<file path="src/rtl/synapse_pkg.sv">
// Shared types and config-byte field positions for the synapse_current block.
// Weights are 5-bit two's complement, built from a sign/magnitude config byte.
package synapse_pkg;

    typedef enum logic [1:0] {
        IDLE   = 2'd0,
        COMMIT = 2'd1,
        RUN    = 2'd2
    } state_e;

    localparam int ADDR_MSB = 7;
    localparam int ADDR_LSB = 5;
    localparam int ADDR_W   = ADDR_MSB - ADDR_LSB + 1;
    localparam int INH_BIT  = 4;
    localparam int MAG_MSB  = 3;
    localparam int MAG_LSB  = 0;
    localparam int W_WIDTH  = 5;

    // Sign/magnitude config byte to two's complement weight.
    function automatic logic [W_WIDTH-1:0] cfg_weight(input logic [7:0] b);
        logic [W_WIDTH-1:0] mag;
        mag = {1'b0, b[MAG_MSB:MAG_LSB]};
        if (b[INH_BIT]) begin
            return (~mag) + {{(W_WIDTH-1){1'b0}}, 1'b1};
        end else begin
            return mag;
        end
    endfunction

endpackage

</file>
<file path="src/rtl/syn_weight_bank.sv">
// Double-buffered weight store: beats land in the shadow bank, a commit strobe
// copies the whole shadow bank into the active bank used for integration.
module syn_weight_bank
    import synapse_pkg::*;
#(
    parameter int N_IN = 8
) (
    input  logic                      clk,
    input  logic                      rst_n,
    input  logic                      wr_en,
    input  logic [ADDR_W-1:0]         wr_addr,
    input  logic [W_WIDTH-1:0]        wr_weight,
    input  logic                      commit,
    output logic [N_IN*W_WIDTH-1:0]   active_flat
);

    logic [W_WIDTH-1:0] shadow_q [N_IN];
    logic [W_WIDTH-1:0] shadow_d [N_IN];
    logic [W_WIDTH-1:0] active_q [N_IN];
    logic [W_WIDTH-1:0] active_d [N_IN];

    // Next-state of both banks; addresses outside 0..N_IN-1 match no entry and are dropped.
    always_comb begin
        active_flat = '0;
        for (int i = 0; i < N_IN; i++) begin
            if (wr_en && (wr_addr == ADDR_W'(i))) begin
                shadow_d[i] = wr_weight;
            end else begin
                shadow_d[i] = shadow_q[i];
            end
            if (commit) begin
                active_d[i] = shadow_q[i];
            end else begin
                active_d[i] = active_q[i];
            end
            active_flat[i*W_WIDTH +: W_WIDTH] = active_q[i];
        end
    end

    // Bank registers, cleared by reset so a partial load never survives it.
    always_ff @(posedge clk) begin
        if (!rst_n) begin
            for (int i = 0; i < N_IN; i++) begin
                shadow_q[i] <= '0;
                active_q[i] <= '0;
            end
        end else begin
            for (int i = 0; i < N_IN; i++) begin
                shadow_q[i] <= shadow_d[i];
                active_q[i] <= active_d[i];
            end
        end
    end

endmodule

</file>
<file path="src/rtl/synapse_current.sv">
// Spike-to-current stage: weighted spike sum, shift leak, clamp to unsigned range.
// Optional feature macro: SYN_POSTSPIKE_RESET_EN (post_spike clears the current).
module synapse_current
    import synapse_pkg::*;
#(
    parameter int N_IN        = 8,
    parameter int CUR_WIDTH   = 8,
    parameter int DECAY_SHIFT = 3
) (
    input  logic                 clk,
    input  logic                 rst_n,
    input  logic                 ena,
    input  logic [N_IN-1:0]      spike_in,
    input  logic                 post_spike,
    input  logic                 cfg_valid,
    input  logic [7:0]           cfg_data,
    input  logic                 cfg_last,
    output logic                 cfg_ready,
    output logic [CUR_WIDTH-1:0] current,
    output logic                 sat,
    output logic                 running
);

    localparam int SUM_W = CUR_WIDTH + 3;
    localparam logic signed [SUM_W-1:0] CUR_MAX = SUM_W'((1 << CUR_WIDTH) - 1);

    state_e                   state_q, state_d;
    logic                     cfg_ready_q, cfg_ready_d;
    logic                     running_q, running_d;
    logic [CUR_WIDTH-1:0]     current_q, current_d;
    logic                     sat_q, sat_d;

    logic                     accept_s;
    logic                     integrating_s;
    logic [N_IN*W_WIDTH-1:0]  active_flat_s;
    logic signed [SUM_W-1:0]  sum_s;
    logic signed [SUM_W-1:0]  nxt_s;
    logic [CUR_WIDTH-1:0]     clamp_s;
    logic                     clamp_hi_s;

    assign accept_s      = cfg_valid & cfg_ready_q;
    assign integrating_s = ena & (state_q != IDLE);

    syn_weight_bank #(
        .N_IN (N_IN)
    ) u_bank (
        .clk         (clk),
        .rst_n       (rst_n),
        .wr_en       (accept_s),
        .wr_addr     (cfg_data[ADDR_MSB:ADDR_LSB]),
        .wr_weight   (cfg_weight(cfg_data)),
        .commit      (state_q == COMMIT),
        .active_flat (active_flat_s)
    );

`ifndef SYN_POSTSPIKE_RESET_EN
    logic unused_post_spike;
    assign unused_post_spike = post_spike;
`endif

    // Sequencer: a cfg_last beat schedules a one-cycle commit, then RUN.
    always_comb begin
        case (state_q)
            IDLE:    state_d = (accept_s && cfg_last) ? COMMIT : IDLE;
            COMMIT:  state_d = RUN;
            RUN:     state_d = (accept_s && cfg_last) ? COMMIT : RUN;
            default: state_d = IDLE;
        endcase
        cfg_ready_d = (state_d != COMMIT);
        running_d   = (state_d != IDLE);
    end

    // Signed weighted sum of the spiking lines.
    always_comb begin
        sum_s = '0;
        for (int i = 0; i < N_IN; i++) begin
            if (spike_in[i]) begin
                sum_s = sum_s + SUM_W'($signed(active_flat_s[i*W_WIDTH +: W_WIDTH]));
            end else begin
                sum_s = sum_s;
            end
        end
    end

    // Leak, add, clamp; the low clamp is silent, only the high clamp flags sat.
    always_comb begin
        nxt_s = $signed({3'b000, current_q})
              - $signed({3'b000, current_q >> DECAY_SHIFT})
              + sum_s;
        if (nxt_s[SUM_W-1]) begin
            clamp_s    = '0;
            clamp_hi_s = 1'b0;
        end else if (nxt_s > CUR_MAX) begin
            clamp_s    = {CUR_WIDTH{1'b1}};
            clamp_hi_s = 1'b1;
        end else begin
            clamp_s    = nxt_s[CUR_WIDTH-1:0];
            clamp_hi_s = 1'b0;
        end
    end

    // Output current selection.
    always_comb begin
        if (state_q == IDLE) begin
            current_d = '0;
            sat_d     = 1'b0;
        end else if (!integrating_s) begin
            current_d = current_q;
            sat_d     = 1'b0;
`ifdef SYN_POSTSPIKE_RESET_EN
        end else if (post_spike) begin
            current_d = '0;
            sat_d     = 1'b0;
`endif
        end else begin
            current_d = clamp_s;
            sat_d     = clamp_hi_s;
        end
    end

    // State and registered outputs.
    always_ff @(posedge clk) begin
        if (!rst_n) begin
            state_q     <= IDLE;
            cfg_ready_q <= 1'b1;
            running_q   <= 1'b0;
            current_q   <= '0;
            sat_q       <= 1'b0;
        end else begin
            state_q     <= state_d;
            cfg_ready_q <= cfg_ready_d;
            running_q   <= running_d;
            current_q   <= current_d;
            sat_q       <= sat_d;
        end
    end

    assign cfg_ready = cfg_ready_q;
    assign running   = running_q;
    assign current   = current_q;
    assign sat       = sat_q;

endmodule

</file>
<file path="config.mk">
export PLATFORM = sky130hd
export DESIGN_NAME = synapse_current
export DESIGN_NICKNAME = d
export VERILOG_FILES = /design/src/rtl/synapse_pkg.sv /design/src/rtl/syn_weight_bank.sv /design/src/rtl/synapse_current.sv
export SDC_FILE = /design/constraint.sdc
export NUM_CORES = 1
export LEC_CHECK = 0
export CAP_MARGIN = 20
export CELL_PAD_IN_SITES_DETAIL_PLACEMENT = 1
export CELL_PAD_IN_SITES_GLOBAL_PLACEMENT = 2
export CORE_MARGIN = 4
export CORE_UTILIZATION = 38
export CTS_CLUSTER_SIZE = 24
export DETAILED_ROUTE_END_ITERATION = 8
export PLACE_DENSITY_LB_ADDON = 0.1
export SLEW_MARGIN = 20
export SYNTH_ARGS = -nofsm -noshare
export SYNTH_HDL_FRONTEND = slang
export SYNTH_SLANG_ARGS = --single-unit
</file>
<file path="constraint.sdc">
create_clock -name clk -period 12.8 [get_ports clk]
set_input_delay 2.56 -clock clk [delete_from_list [all_inputs] [get_ports clk]]
set_output_delay 2.56 -clock clk [all_outputs]
set_load 0.03 [all_outputs]
</file>
Word-level counts from Yosys, hierarchy flattened:

Memories as Yosys holds them, arrays and structs flattened.
Cells that the tools add are included.

* flip-flop bits (word level): 13
* bits in latches: 0
* RAM bits: 80
* memory bits (read-only): 0
* input port bits: 22
* output and inout port bits: 11
* logic and storage cells: 113
* memories kept: 2

* add/sub/neg operators: 10
* multipliers: 0
* divide/modulo/power cells: 0
* $lt $le $gt $ge: 1
* eq/ne operators: 10
* shift-type cells: 0
* muxes and demuxes: 49
* bitwise logic cells: 21
* reductions and logical operators: 15

Memories
* u_bank.active_q: words 8, bits a word 5, read ports 8, clocked after memory_dff 0, write ports 8, line syn_weight_bank.sv:19 `logic [W_WIDTH-1:0] active_q [N_IN];`
* u_bank.shadow_q: words 8, bits a word 5, read ports 8, clocked after memory_dff 0, write ports 8, line syn_weight_bank.sv:17 `logic [W_WIDTH-1:0] shadow_q [N_IN];`

Operators by type and width (count)
* 5-bit 2-to-1 mux: 33
* 11-bit 2-to-1 mux: 8
* 11-bit by 5-bit adder with 11-bit output: 7
* 8-bit 2-to-1 mux: 2
* 1-bit OR: 16
* 3-bit equality test (second input constant): 4
* 9-bit by 11-bit adder with 11-bit output: 1
* 11-bit by 9-bit greater-than comparator with 1-bit output (second input constant): 1
* 1-bit logical AND: 9
* 8-bit by 5-bit subtractor with 9-bit output: 1
* 3-bit by 2-bit equality test with 1-bit output (second input constant): 2
* 2-bit case mux with 3 select lines: 1
* 5-bit by 1-bit adder with 5-bit output (second input constant): 1
* 4-bit NOT with 5-bit output: 1
* 1-bit 2-to-1 mux: 4
* 2-bit nonzero test: 2
* 4-bit OR reduction: 1
* 3-bit by 1-bit equality test with 1-bit output (second input constant): 1
* 3-bit zero test: 1
* 1-bit AND: 2
* 2-bit by 1-bit equality test with 1-bit output (second input constant): 1
* 2-bit equality test (second input constant): 1
* 2-bit zero test: 1
* 2-bit 2-to-1 mux: 1
* 3 further kinds: 4

Depth between registers and ports, before layout:

Gate-level depths: netlist (run 1).

* depth after elaboration: 19
* gate-level depth with buffers: 51
* mapped depth without buffers: 51

Cells and area by module:

A second synthesis (run 1) with hierarchy kept.

* cells, all modules: 894
* area total of the unflattened synthesis: 7822.5 µm²

By module, submodules not included
* synapse_current: times used 1, cells each 619, area an instance 4825.9 µm²
* syn_weight_bank: times used 1, cells each 275, area an instance 2996.6 µm²

Worst setup path after synthesis (run 1):

No wires, ideal clock.

* path kind: input-to-reg
* start: in spike_in[0]
* end: reg current_q[4] (netlist: current[4])
* library setup time: 0.112 ns
* arrival time: 11.731 ns
* data required time: 12.688 ns
* path slack: 0.957 ns
* cell stages on the path: 45
* path buffers: 0
* cell sequence: and2_4 > ha_1 > fa_1 > a21o_1 > a21oi_1 > fa_1 > mux2i_1 > ha_1 > a21boi_1 > o21a_1 > or3_1 > a31o_2 > ha_1 > or3_1 > o21bai_1 > a31oi_1 > xnor2_1 > nor2_1 > (+9 left out) > or4_1 > o21a_1 > ha_1 > xnor2_1 > nand2_1 > nand2_1 > ha_1 > xor2_1 > a22oi_1 > ha_1 > a21oi_1 > nand2_1 > o21ai_1 > xnor2_1 > xnor2_1 > xnor3_2 > mux2i_1 > a2111oi_1

* cells in the longest elaborated chain, start to end: 19

Ends and longest elaborated chain
* start, declared: line synapse_current.sv:13 `input logic [N_IN-1:0] spike_in,`
* 11-bit 2-to-1 mux *: line synapse_current.sv:77 `if (spike_in[i]) begin`
* 11-bit by 5-bit adder with 11-bit output: line synapse_current.sv:78 `sum_s = sum_s + SUM_W'($signed(active_flat_s[i*W_WIDTH +: W_WIDTH]));`
* 11-bit 2-to-1 mux *: line synapse_current.sv:77
* 11-bit by 5-bit adder with 11-bit output: line synapse_current.sv:78
* 11-bit 2-to-1 mux *: line synapse_current.sv:77
* 11-bit by 5-bit adder with 11-bit output: line synapse_current.sv:78
* 11-bit 2-to-1 mux *: line synapse_current.sv:77
* 11-bit by 5-bit adder with 11-bit output: line synapse_current.sv:78
* (+3 left out)
* 11-bit by 5-bit adder with 11-bit output: line synapse_current.sv:78
* 11-bit 2-to-1 mux *: line synapse_current.sv:77
* 11-bit by 5-bit adder with 11-bit output: line synapse_current.sv:78
* 11-bit 2-to-1 mux *: line synapse_current.sv:77
* 9-bit by 11-bit adder with 11-bit output *: line synapse_current.sv:89 `+ sum_s;`
* 11-bit by 9-bit greater-than comparator with 1-bit output: line synapse_current.sv:93 `end else if (nxt_s > CUR_MAX) begin`
* 8-bit 2-to-1 mux: line synapse_current.sv:93
* 8-bit 2-to-1 mux *: line synapse_current.sv:90 `if (nxt_s[SUM_W-1]) begin`
* end signal, assigned: line synapse_current.sv:133 `current_q <= current_d;`
* end, declared: line synapse_current.sv:30 `logic [CUR_WIDTH-1:0] current_q, current_d;`

Every way passes the cells marked *; elsewhere a longest branch is shown, timed or not.
A chain may end at the register's enable or synchronous reset.

Worst setup path after layout (run 1):

* start: in spike_in[0]
* end: reg current_q[2] (netlist: current[2])

Same word-level chain as after synthesis.

==> results of run 1 <==
registers in the layout (all words and copies together), names as in the netlist:
register and cells:
cfg_ready 1, current 8, running 1, sat 1, state_q 2, u_bank.active_q 40, u_bank.shadow_q 40
cells by family (layout without fill, tap and decap cells):
| kind of cell | after synthesis | after routing |
|---|---|---|
| AOI/OAI and AO/OA | 269 | 269 |
| xor gates and xnor gates | 62 | 62 |
| DFF | 93 | 93 |
| and+or+nand+nor | 289 | 289 |
| muxes | 54 | 54 |
| adders and majority gates | 92 | 92 |
| buffers and inverters | 70 | 185 |
area by class of cell:
| cell class | count | area (um^2) | share of cell area (%) |
|---|---|---|---|
| timing repair buffer | 132 | 1070 | 11.0 |
| sequential | 93 | 1860 | 19.2 |
| multi-input combinational | 766 | 6010 | 61.9 |
| clock buffer | 10 | 239 | 2.46 |
| tap | 270 | 338 | 3.48 |
| inverter | 39 | 146 | 1.51 |
| clock inverter | 4 | 50.0 | 0.515 |
metrics by stage:
stage | setup WS (ns) | hold slack [ns] | setup TNS [ns] | instances | cell area [um^2]
global placement | -0.278 | 0.448 | -2.08 | 1282 | 8900
floorplan | 0.957 | 0.440 | 0 | 929 | 7780
global route | -0.123 | 0.493 | -0.646 | 1314 | 9720
finish | 0.406 | 0.474 | 0 | 1314 | 9720
CTS | 0.0107 | 0.475 | 0 | 1306 | 9350
detailed placement | -0.777 | 0.466 | -6.46 | 1282 | 8900
routing by layer:
| metal | wire length (um) | vias up | global-route usage [%] | part of all wire (%) |
|---|---|---|---|---|
| met2 | 10700 | 61 | 33.2 | 48 |
| met3 | 423 | 23 | 2.06 | 1.9 |
| met4 | 380 | 0 | 5.26 | 1.7 |
| met5 | 0 | - | 0 | 0 |
| li1 | - | 3541 | - | - |
| met1 | 10900 | 3445 | 26.8 | 49 |
timing repair:
| item | 4_1_cts | 5_1_grt |
|---|---|---|
| buffers inserted | 10 | 8 |
| pin swaps | 12 | 29 |
| setup endpoints to repair | 9 | 9 |
| resized for setup | 17 | 51 |
| hold endpoints to repair | 0 | 0 |
worst max-delay path: cells and delay by family:
kind	cells	cell delay, ns
fa+ha+maj	9	2.61
compound gates	14	2.56
buf+inv	11	1.52
xor+xnor	8	1.22
simple gates	10	1.17
mux	4	0.98
cell usage in the layout (no fill, tap or decap), drive strengths merged, types with 10 or more instances in the layout:
cell,synthesis,layout
nor3,19,19
xor2,24,24
clkdlybuf4s50,0,30
clkbuf,28,10
o21a,16,16
xnor2,36,36
a21boi,43,43
buf,3,102
fa,10,10
nand2,144,144
nand2b,14,14
inv,39,39
a21oi,52,52
o21ai,38,38
nor2,52,52
mux2i,24,24
a211oi,12,12
nor2b,26,26
o211a,25,25
o21bai,10,10
mux2,30,30
a21o,23,23
dfxtp,93,93
ha,82,82
power by group through the flow:
stage | sequential, W | clock [W] | combinational (W)
6_report | 0.000299 | 0.000260 | 0.000218
5_1_grt | 0.000299 | 0.000281 | 0.000240
4_1_cts | 0.000299 | 0.000268 | 0.000204
3_5_place_dp | 0.000305 | 0 | 0.000196
3_3_place_gp | 0.000305 | 0 | 0.000186
2_1_floorplan | 0.000305 | 0 | 0.000125
worst min path at each step:
stage                                        end  slack, ns                   start
after floorplan           u_bank.active_q[0][10]       0.44  u_bank.shadow_q[0][10]
after global placement    u_bank.active_q[0][15]       0.45  u_bank.shadow_q[0][15]
after detailed placement   u_bank.active_q[0][2]       0.47   u_bank.shadow_q[0][2]
after CTS                  u_bank.active_q[0][2]       0.48   u_bank.shadow_q[0][2]
after global routing       u_bank.active_q[0][5]       0.49   u_bank.shadow_q[0][5]
final                      u_bank.active_q[1][2]       0.47  u_bank.shadow_q[0][22]
==> results.yml, run 1 <==
setup_path:
  cp.required_ns: 13.04
  worstReg2RegEnd: "current[2]"
  critPathMaxStageDelay_ns: 0.44
  slowest_stage: "fa_1"
  crit_arrival_ns: 12.63
  critPathMaxFanout: 6
  crit_top_cell: "buf_4"
  start_kind: "input pin"
  r2r_start: "u_bank.active_q[0][0]"
  reg2reg_depth: 55
  endpoint: "current[2]"
  critPathCaptureType: "flip-flop"
  crit_type: "in -> reg"
  reg2reg_slack_ns: 2.75
  cp-startpoint: "spike_in[0]"
floorplan:
  design.core.area_um2: 20200
  die_area_um2: 22800
  num_rows: 52
  pin_count: 33
  initial_core_util_pct: 38.6
  die_y_um: 151
  die_w_um: 151
clocking:
  clk_root_buffer_cell: "clkbuf_16"
  clockBufferDepth: 2
  clk_latency_ns: 0.34
  cts.hold.buffers_added: 0
  numCtsBuffers: 9
  cts_tree: "yes"
  htreeDepth: 3
  clk_pin_slew_ns: 0.06
  clock_sinks: 93
yosys:
  ys_ff_latch: 93
  postSynthCellCount: 929
  synth_area_um2: 7780
  synthFlopType: "dfxtp_1"
  synth_common_cells: "144 x nand2_1, 93 x dfxtp_1, 82 x ha_1, 52 x nor2_1, 51 x a21oi_1"
  syn_nets: 1043
  synth_fa_ha_area_share_pct: 15.8
  synth_edf_count: 0
  synth_async_sr_flop_share_pct: 0
  synth_cell_types: 72
  synth_mux_area_share_pct: 7.72
  netlist.top_cell.by_area: "dfxtp_1"
  yosysMostFrequentCell: "nand2_1"
  avgSynthCellArea_um2: 8.38
  synth-xor-area-share_pct: 7.35
  ys_seq_area_share_pct: 23.9
  synth_top_family_by_area: "compound AO/OA/AOI/OAI gates"
  synthTopCellsByArea: "dfxtp_1 24%, ha_1 13%, nand2_1 6.9%"
  synth-compound-area-share_pct: 24.6
  synthSimpleGateAreaFrac_pct: 16.8
  synth_top_area_share_pct: 23.9
  ys.warnings.count: 0
power_and_ir_drop:
  p_sw_share_pct: 28.9
  p_int_w: 0.000552
  irDropWorstVdd_mv: 0.0778
  powerDensity_nw_per_um2: 79.9
  power.share.clock_pct: 33.5
  combPwrFrac_pct: 28.1
  power_leakage_nw: 4.47
  p_sw_w: 0.000225
  finalPower_w: 0.000776
  seq_power_share_pct: 38.5
timing:
  period_share_pct: 96.8
  drv_slew: 0
  slew_headroom_pct: 21.7
  skew_ns: 0.00611
  hold_violations: 0
  tightest_slew_ns: 1.16
  fin_crit_ns: 12.39
  finalSetupViolations: 0
  maxClockFrequency_ghz: 0.0807
grt:
  grt_pass1_wl_um: 36500
  antenna_found_initial: 0
  grt_overflow: 0
  track_usage_pct: 19.6
  grt_pass1_vias: 7480
  grt_max_degree: 86
drt:
  drtIter0Drc: 259
  ant_nets: 0
  vias_per_cell: 5.38
  wl_um: 22400
  drt-wirelength-per-cell_um: 17.1
  dr_total_vias: 7070
  drt_pass1_iterations: 4
  route.detailed.drc: 0
placed_design:
  gp_congestion: 0.801
  hpwlAfterDp_um: 17500
  portBuffers: 31
flow_run:
  max_cap_violations: 0
outcome:
  outcome: "finished, final reports clean"
hold_path:
  hold_path.class: "reg -> reg"
  hold_depth: 2
layout:
  synthToLayoutAreaGrowth_pct: 24.9
  drive_gt1_share_pct: 20.7
  fillers: 2422
  n_antenna_cell: 0
  utilization_pct: 48.2
  nets: 1155
Note: power is estimated with default switching activity, not from simulation.
==> run 2: changes to the inputs <==
Settings changed: CELL_PAD_IN_SITES_DETAIL_PLACEMENT 1 to 0, CELL_PAD_IN_SITES_GLOBAL_PLACEMENT 2 to 1, CORE_UTILIZATION 38 to 50, DONT_BUFFER_PORTS set to 1, MAX_ROUTING_LAYER set to met4.
==> results.yml, run 2 (synthesis gave the netlist of run 1 again) <==
layout:
  synthToLayoutAreaGrowth_pct: 6.67
  nets: 1029
  n_antenna_cell: 0
  fin_area_um2: 8300
  final_common_cell: "nand2_1"
  utilization_pct: 54.6
  drive_gt1_share_pct: 8.48
  mostFrequentLayoutCells: "144 x nand2_1, 93 x dfxtp_1, 81 x ha_1"
grt:
  grt_max_degree: 86
  grt_pass1_wl_um: 29700
  track_usage_pct: 20.6
  grt_pass1_vias: 6110
  grt_overflow: 0
  antenna_found_initial: 0
setup_path:
  cp.required_ns: 13.02
  crit_arrival_ns: 12.50
  start_kind: "input pin"
  critPathMaxFanout: 7
  crit_type: "in -> reg"
  crit_top_cell: "ha_1"
  critPathMaxStageDelay_ns: 0.53
  critPathCaptureType: "flip-flop"
  slowest_stage: "or4_1"
clocking:
  clk_latency_ns: 0.33
  htreeDepth: 3
  clockBufferDepth: 2
  clk_pin_slew_ns: 0.06
  post-cts-setup-buffers: 0
  numCtsBuffers: 9
  cts_tree: "yes"
  clock_sinks: 93
  clk_root_buffer_cell: "clkbuf_16"
placed_design:
  portBuffers: 0
  place_area_um2: 7910
  hpwlAfterDp_um: 13700
  gp_congestion: 0.827
  dp_slack_ns: -0.158
timing:
  finalSetupViolations: 0
  rsz0062_at_grt: "false"
  tns_ns: 0
  fin_crit_ns: 12.28
  drv_slew: 0
  period_share_pct: 96.0
  maxClockFrequency_ghz: 0.0814
  finalWorstSetupSlack_ns: 0.515
  skew_ns: 0.00707
  slew_headroom_pct: 31.9
  tightest_slew_ns: 1.01
  hold_violations: 0
floorplan:
  num_rows: 45
  initial_core_util_pct: 51.2
  die_area_um2: 17600
  die_w_um: 133
  pin_count: 33
  design.core.area_um2: 15200
  die_y_um: 133
power_and_ir_drop:
  irDropWorstVdd_mv: 0.0935
  powerDensity_nw_per_um2: 86.9
  power_leakage_nw: 3.85
drt:
  drtIter0Drc: 492
  route.detailed.drc: 0
  dr_total_vias: 6410
  ant_nets: 0
  vias_per_cell: 5.79
  drt-wirelength-per-cell_um: 16.0
  wl_um: 17700
  drt_pass1_iterations: 5
flow_run:
  max_cap_violations: 0
outcome:
  outcome: "finished, final reports clean"
hold_path:
  hold_path.class: "reg -> reg"
-- run 2: cell types whose count changed in the layout (fill, tap and decap cells not counted), moves of 4 or more --
cell	delta
xnor2_2	-5
a21oi_1	+5
ha_2	-4
clkdlybuf4s50_1	-30
ha_1	+11
buf_4	-94
o21ai_2	-4
a21oi_2	-5
xnor2_1	+5
ha_4	-7
-- run 2: routing by layer --
metal | part of all wire, % | global-route usage, % | up-vias
met2 | 43 | 31.0 | 94
met4 | 1.1 | 4.21 | 0
li1 | - | - | 3315
met3 | 3.2 | 2.43 | 14
met5 | 0 | - | -
met1 | 52 | 29.7 | 2987
-- run 2: path summary, 6_finish.rpt --
check | startpoint | endpoint | slack, ns | cells after the start
max reg2reg | u_bank.active_q[0][0] | current[7] | 2.40 | 45
max | spike_in[0] | current[7] | 0.52 | 45
min reg2reg | u_bank.shadow_q[0][36] | u_bank.active_q[1][16] | 0.47 | 2
min | u_bank.shadow_q[0][36] | u_bank.active_q[1][16] | 0.47 | 2
-- run 2: through the flow --
step                      std cells  total power, W  hold WS [ns]
final                          1108        0.000721         0.465
after global routing           1108        0.000759         0.479
after CTS                      1108        0.000724         0.469
after detailed placement       1092        0.000455         0.456
after global placement         1092        0.000450         0.447
after floorplan                 929        0.000431         0.440
-- run 2: where the power goes --
| part | switching (W) | leakage [nW] | internal [W] |
|---|---|---|---|
| combinational | 0.0000851 | 2.95 | 0.0000681 |
| sequential | 0.00000549 | 0.752 | 0.000295 |
| clock | 0.000110 | 0.149 | 0.000158 |
| total | 0.000200 | 3.85 | 0.000521 |
-- run 2: worst max-delay path: cells and delay by family --
| kind | cells | cell delay [ns] |
|---|---|---|
| AND/OR/NAND/NOR | 11 | 1.99 |
| adder cells (fa/ha/maj) | 10 | 3.17 |
| XOR/XNOR | 7 | 1.18 |
| AO/OA/AOI/OAI | 14 | 2.83 |
| multiplexers | 3 | 0.75 |
-- run 2: cell type report --
cell class	count	area, um^2
inverter	39	146
clock inverter	6	68.8
fill	1436	6900
tap	188	235
multi-input combinational	766	5700
clock buffer	10	239
timing repair buffer	6	45.0
sequential	93	1860
-- run 2: what timing repair did --
item,in CTS,in global routing
hold buffers,0,0
resized for setup,0,15
endpoints found under the setup margin,0,9
